[src/rtl/dm_arbiter.sv]
`default_nettype none
// ============================================================================
// Module   : dm_arbiter
// Purpose  : Two-port priority arbiter with B anti-starvation counter in front
//            of a single-port 16x4 synchronous-read data memory.
// Revision : 1.0  initial release
// ============================================================================
module dm_arbiter #(
  parameter int unsigned STARVE_LIMIT = 4
) (
  input  logic       clk,
  input  logic       reset,
  input  logic       a_req,
  input  logic       a_we,
  input  logic [3:0] a_addr,
  input  logic [3:0] a_wdata,
  output logic       a_gnt,
  output logic       a_rvalid,
  output logic [3:0] a_rdata,
  input  logic       b_req,
  input  logic       b_we,
  input  logic [3:0] b_addr,
  input  logic [3:0] b_wdata,
  output logic       b_gnt,
  output logic       b_rvalid,
  output logic [3:0] b_rdata,
  output logic [3:0] mem_addr,
  output logic [3:0] mem_wdata,
  output logic       mem_wren,
  input  logic [3:0] mem_rdata,
  output logic       owner
);

  localparam logic [3:0] c_starve_limit = 4'(STARVE_LIMIT);

  logic       w_a_win;
  logic       w_b_win;
  logic       w_rd_gnt;
  logic [3:0] r_wcnt;
  logic [3:0] r_addr_q;
  logic [3:0] r_wdata_q;
  logic       r_rd_pend;
  logic       r_rd_owner;
  logic       r_owner;

  // r_wcnt saturates at the limit, so equality is the "waited long enough" test
  always_comb begin
    w_a_win = 1'b0;
    w_b_win = 1'b0;
    if (reset) begin
      if (a_req && b_req) begin
        w_b_win = (r_wcnt == c_starve_limit);
        w_a_win = !w_b_win;
      end else begin
        w_a_win = a_req;
        w_b_win = b_req;
      end
    end
  end

  assign a_gnt = w_a_win;
  assign b_gnt = w_b_win;

  // Idle cycles keep the bus on the last winner's address and data
  always_comb begin
    mem_addr  = r_addr_q;
    mem_wdata = r_wdata_q;
    mem_wren  = 1'b0;
    if (!reset) begin
      mem_addr  = 4'd0;
      mem_wdata = 4'd0;
    end else if (w_a_win) begin
      mem_addr  = a_addr;
      mem_wdata = a_wdata;
      mem_wren  = a_we;
    end else if (w_b_win) begin
      mem_addr  = b_addr;
      mem_wdata = b_wdata;
      mem_wren  = b_we;
    end
  end

  assign w_rd_gnt = (w_a_win && !a_we) || (w_b_win && !b_we);

  always_ff @(posedge clk) begin
    if (!reset) begin
      r_wcnt     <= 4'd0;
      r_addr_q   <= 4'd0;
      r_wdata_q  <= 4'd0;
      r_rd_pend  <= 1'b0;
      r_rd_owner <= 1'b0;
      r_owner    <= 1'b0;
    end else begin
      if (w_a_win || w_b_win) begin
        r_addr_q  <= mem_addr;
        r_wdata_q <= mem_wdata;
        r_owner   <= w_b_win;
      end
      r_rd_pend  <= w_rd_gnt;
      r_rd_owner <= w_b_win;
      if (b_req && !w_b_win) begin
        if (r_wcnt != c_starve_limit) begin
          r_wcnt <= r_wcnt + 4'd1;
        end
      end else begin
        r_wcnt <= 4'd0;
      end
    end
  end

  // Gating with reset drops a read whose data would return during reset
  assign a_rvalid = reset && r_rd_pend && !r_rd_owner;
  assign b_rvalid = reset && r_rd_pend && r_rd_owner;
  assign a_rdata  = mem_rdata;
  assign b_rdata  = mem_rdata;
  assign owner    = r_owner;

endmodule
`default_nettype wire

[config.mk]
export PLATFORM = sky130hd
export DESIGN_NAME = dm_arbiter
export DESIGN_NICKNAME = d
export VERILOG_FILES = /design/src/rtl/dm_arbiter.sv
export SDC_FILE = /design/constraint.sdc
export NUM_CORES = 1
export LEC_CHECK = 0
export ABC_AREA = 1
export CAP_MARGIN = 30
export CORE_MARGIN = 4
export CORE_UTILIZATION = 41
export DETAILED_ROUTE_END_ITERATION = 16
export PLACE_DENSITY = 0.95
export SYNTH_ARGS = -nofsm -noshare
export SYNTH_HDL_FRONTEND = slang
export SYNTH_SLANG_ARGS = --single-unit
[constraint.sdc]
create_clock -name clk -period 3.9 [get_ports clk]
set_clock_uncertainty 0.05 [all_clocks]
set_input_delay 1.17 -clock clk [delete_from_list [all_inputs] [get_ports clk]]
set_output_delay 1.17 -clock clk [all_outputs]
set_load 0.02 [all_outputs]
Word level (Yosys, flattened, before mapping)
Index checks and enable logic that the tools add are counted.

Register bits: 15. Input bits: 26. Output and inout port bits: 22. Logic and storage cells: 37.

$add $sub $neg: 1. Eq/ne operators: 2. Multiplexer cells: 13. Reductions and logical operators: 15.

Operators with widths (count): 2-to-1 mux 4 bit (6); logical AND 1 bit (7); 2-to-1 mux 1 bit (7); logical NOT 1 bit (5); adder 4 x 1 -> 4 bit, second input constant (1); equality test 4 x 3 -> 1 bit, second input constant (1); inequality test 4 x 3 -> 1 bit, second input constant (1); logical OR 1 bit (2); AND reduction 2 bit (1).

Logic depth before layout (Yosys ltp)
Depth after elaboration: 6. Mapped depth: 8. Mapped depth without buffers: 8.

Worst setup path before layout
Ideal clock, no wire load.

Path type: input -> output. Start point: in b_req. End point: out mem_wren. Arrival time: 1.785 ns. Data required time: 2.680 ns. Setup slack: 0.895 ns. Stages on the path: 6. Buffers on the path: 0. Cells stage by stage: nand2_2 -> clkinv_2 -> nand2_2 -> inv_2 -> nand2_1 -> nand2_1.

Longest elaborated chain between the ends: 6. Elaborated cells between the ends (all ways): 8. Classes of those cells: 7 x mux; 1 x reduce/logical.

Ends and longest elaborated chain: start: declaration (RTL line 20) `input logic b_req,`; logical AND 1 bit (RTL line 51) `if (a_req && b_req) begin`; 2-to-1 mux 1 bit * (RTL line 51); 2-to-1 mux 1 bit * (RTL line 50) `if (reset) begin`; named net b_gnt (RTL line 24) `output logic b_gnt,`; 2-to-1 mux 1 bit * (RTL line 76) `end else if (w_b_win) begin`; 2-to-1 mux 1 bit * (RTL line 72) `end else if (w_a_win) begin`; 2-to-1 mux 1 bit * (RTL line 69) `if (!reset) begin`; end: declaration (RTL line 29) `output logic mem_wren,`.

Mark *: on every way through the listed nets, which the timed path passes. The rest lies on a longest branch.

Worst setup path in the final report
Start point: in reset. End point: out mem_addr[3].

Longest elaborated chain between the ends: 4. Elaborated cells between the ends (all ways): 5. Classes of those cells: 5 x mux.

Ends and longest elaborated chain: start: declaration (RTL line 12) `input logic reset,`; 2-to-1 mux 1 bit (RTL line 50); 2-to-1 mux 4 bit (RTL line 76); 2-to-1 mux 4 bit (RTL line 72); 2-to-1 mux 4 bit * (RTL line 69); end: declaration (RTL line 27) `output logic [3:0] mem_addr,`.

Mark *: on every way between the ends. The rest lies on a longest branch, timed or not.

==> reports/results.ini <==
[status]
status=finished clean

[synth]
syn_nets=147
synth_edf_count=0
netlist_area_um2=866
synth_area_leaders=dfxtp_1, nand3_1, inv_1
synthSimpleGateAreaFrac_pct=38.9
synth_top_family_by_area=simple AND/OR/NAND/NOR gates
synth_area_per_cell_um2=7.28
yosysWarnings=0
yosysSeqAreaShare_pct=34.7
syn_inst=119
synth_top_area_share_pct=34.7
synth_xor_area_share_pct=2.02
ys_types=20
async_flop_share_pct=0
ys.flop_type=dfxtp_1
synth_compound_area_share_pct=1.30
synth_fa_ha_area_share_pct=2.89
synth_top_area_cell=dfxtp_1
ys_ff_latch=15
synthMuxAreaShare_pct=0

[pwr]
leakage_nw=0.710
peakVddDrop_mv=0.238
p_total_w=0.000340
cellPowerDensity_nw_per_um2=276

[worst_setup_path]
cp_cell_sequence=clkdlybuf4s50_1 -> nand2_4 -> buf_4 -> nand3_1 -> nand3_1 -> nand2_1 -> inv_1 -> dlygate4sd2_1
critical_path.slowest_cell=clkdlybuf4s50_1
start_kind=input port
reg2reg_depth=8
r2r_start=r_wcnt[0]
path_delay_family=buffers and inverters
crit_end=mem_addr[3]
crit_path_frequent_cell=nand3_1
critPathBufInv=4
r2r_slack_ns=2.48
critPathArrivalTime_ns=2.59
crit_type=in2out
cpPeakStageDelay_ns=0.55
worstPathRequired_ns=2.68
crit_fanout=5
crit_start=reset
crit_cells=8
endpoint_kind=output port
reg2reg_to=r_addr_q[0]

[drt]
drt-pass1-iter-count=4
wirelength_mm=2.08
antenna_left=0
drcViolationCount=0
drt_first_iter_violations=17
dr_total_vias=854
wl_per_cell_um=11.5
routed_via_density=4.72

[min_path]
hold_path.class=reg2reg
min-delay-start=owner

[floorplan]
die_area_um2=2910
die_height_um=54.0
rows=16
num_io_pins=48
coreArea_um2=1980
initial_core_util_pct=43.7
die_x_um=54.0

[sta]
tightest_slew_ns=0.301
post-route-period-util_pct=97.6
timing.hold.ws_ns=0.443
setup_viol=0
max_freq_ghz=0.263
timing.slew.headroom_pct=79.9
tns_ns=0
maxSlewViolCount=0
fin_crit_ns=3.81
rsz0062_at_grt=no
finalHoldViolCount=0

[clock_network]
clock_latency_ns=0.29
cts_tree=done
clk_pin_slew_ns=0.09
clockBufferDepth=2
cts_buffers=3
ctsRootBufferMaster=clkbuf_4
clock_sinks=15
cts_setup_buffers=0
cts_max_level=1
postCtsHoldBufs=0

[global_routing]
overflow=0
grt_max_degree=12
grt_usage_pct=16.1
antenna_found_initial=0
grt_pass1_wl_mm=3.39
grt_pass1_vias=869

[layout]
fin_nets=183
n_antenna_cell=0
instances_no_fill=181
syn_to_final_growth_pct=42.5
n_fill_cell=172
final_layout_size_suffix_gt1_share_pct=13.0

[place]
io_buffers=35
dp_hpwl_mm=1.70
gp_congestion=0.800
placed_cells=177

[job]
drv_cap=0

state kept, by name (all words and copies together) (netlist names):
signal	flops
r_wcnt	4
r_addr_q	4
owner	1
r_wdata_q	4
r_rd_owner	1
r_rd_pend	1
power by group:
part / internal, W / switching [W]
registers: 0.000161 / 0.00000312
clock network: 0.0000382 / 0.0000517
logic: 0.0000426 / 0.0000434
total: 0.000242 / 0.0000982
layout make-up:
cell class	count	area (um^2)	area share, %
clock inverters	1	5.00	0.406
repair buffers	40	380	30.8
multi-input cells	69	390	31.6
inverters	26	101	8.22
well taps	27	33.8	2.74
clock buffers	3	22.5	1.83
flip-flops and latches	15	300	24.3
worst register-to-register path, cell delays in order (launching register included):
cell and delay (ns):
dfxtp_1 0.40, inv_1 0.07, ha_1 0.28, nand3_4 0.14, nand2_4 0.09, nand3_1 0.09
nand3_1 0.07, nand2_1 0.09, inv_1 0.05
synthesized netlist by cell type (2+ instances only):
| cell type | n |
|---|---|
| nand3_1 | 35 |
| inv_1 | 22 |
| dfxtp_1 | 15 |
| nand2_1 | 15 |
| buf_4 | 8 |
| nor2_1 | 5 |
| nand2_2 | 3 |
| ha_1 | 2 |
| inv_2 | 2 |
| nand2_4 | 2 |
worst min-delay path by stage:
stage                     end  slack [ns]  cells past startpoint
global placement    r_wcnt[0]        0.40                      1
CTS                     owner        0.44                      2
floorplan           r_wcnt[0]        0.38                      1
global route            owner        0.46                      2
detailed placement      owner        0.43                      2
finish                  owner        0.44                      2
repair_timing:
item | 4_1_cts | 5_1_grt
endpoints found under the setup margin | 12 | 10
gates resized for setup | 12 | 3
cloned | 0 | 0
per-layer routing:
layer	GRT usage, %	vias to the layer above	share of wire (%)
met5	0	-	0
met4	9.79	0	1.3
met3	4.43	4	7.0
met2	28.6	33	51
met1	16.5	376	41
li1	-	441	-
kinds of logic after synthesis:
logic type,count (synthesis)
xor+xnor,2
flops,15
simple gates,63
compound gates,2
buf+inv,35
fa+ha+maj,2
placed cells by master (no fill, tap or decap), drive strengths merged:
master / count
clkbuf: 3
clkinv: 2
o22ai: 1
nor2: 5
ha: 2
buf: 5
clkdlybuf4s50: 20
xor2: 1
inv: 25
dlygate4sd2: 12
dfxtp: 15
dlymetal6s2s: 3
xnor2: 1
nand2: 20
a21oi: 1
nand3: 36
nand4: 2
per-stage QoR:
step | worst slack (ns) | instance area, um^2 | util [%]
3_3_place_gp | -0.141 | 1210 | 61.2
6_report | 0.0944 | 1230 | 62.2
4_1_cts | 0.0263 | 1230 | 61.9
5_1_grt | 0.0281 | 1230 | 62.2
3_5_place_dp | -0.174 | 1210 | 61.2
2_1_floorplan | 0.895 | 866 | -
Power figures use the tool's default switching activity.
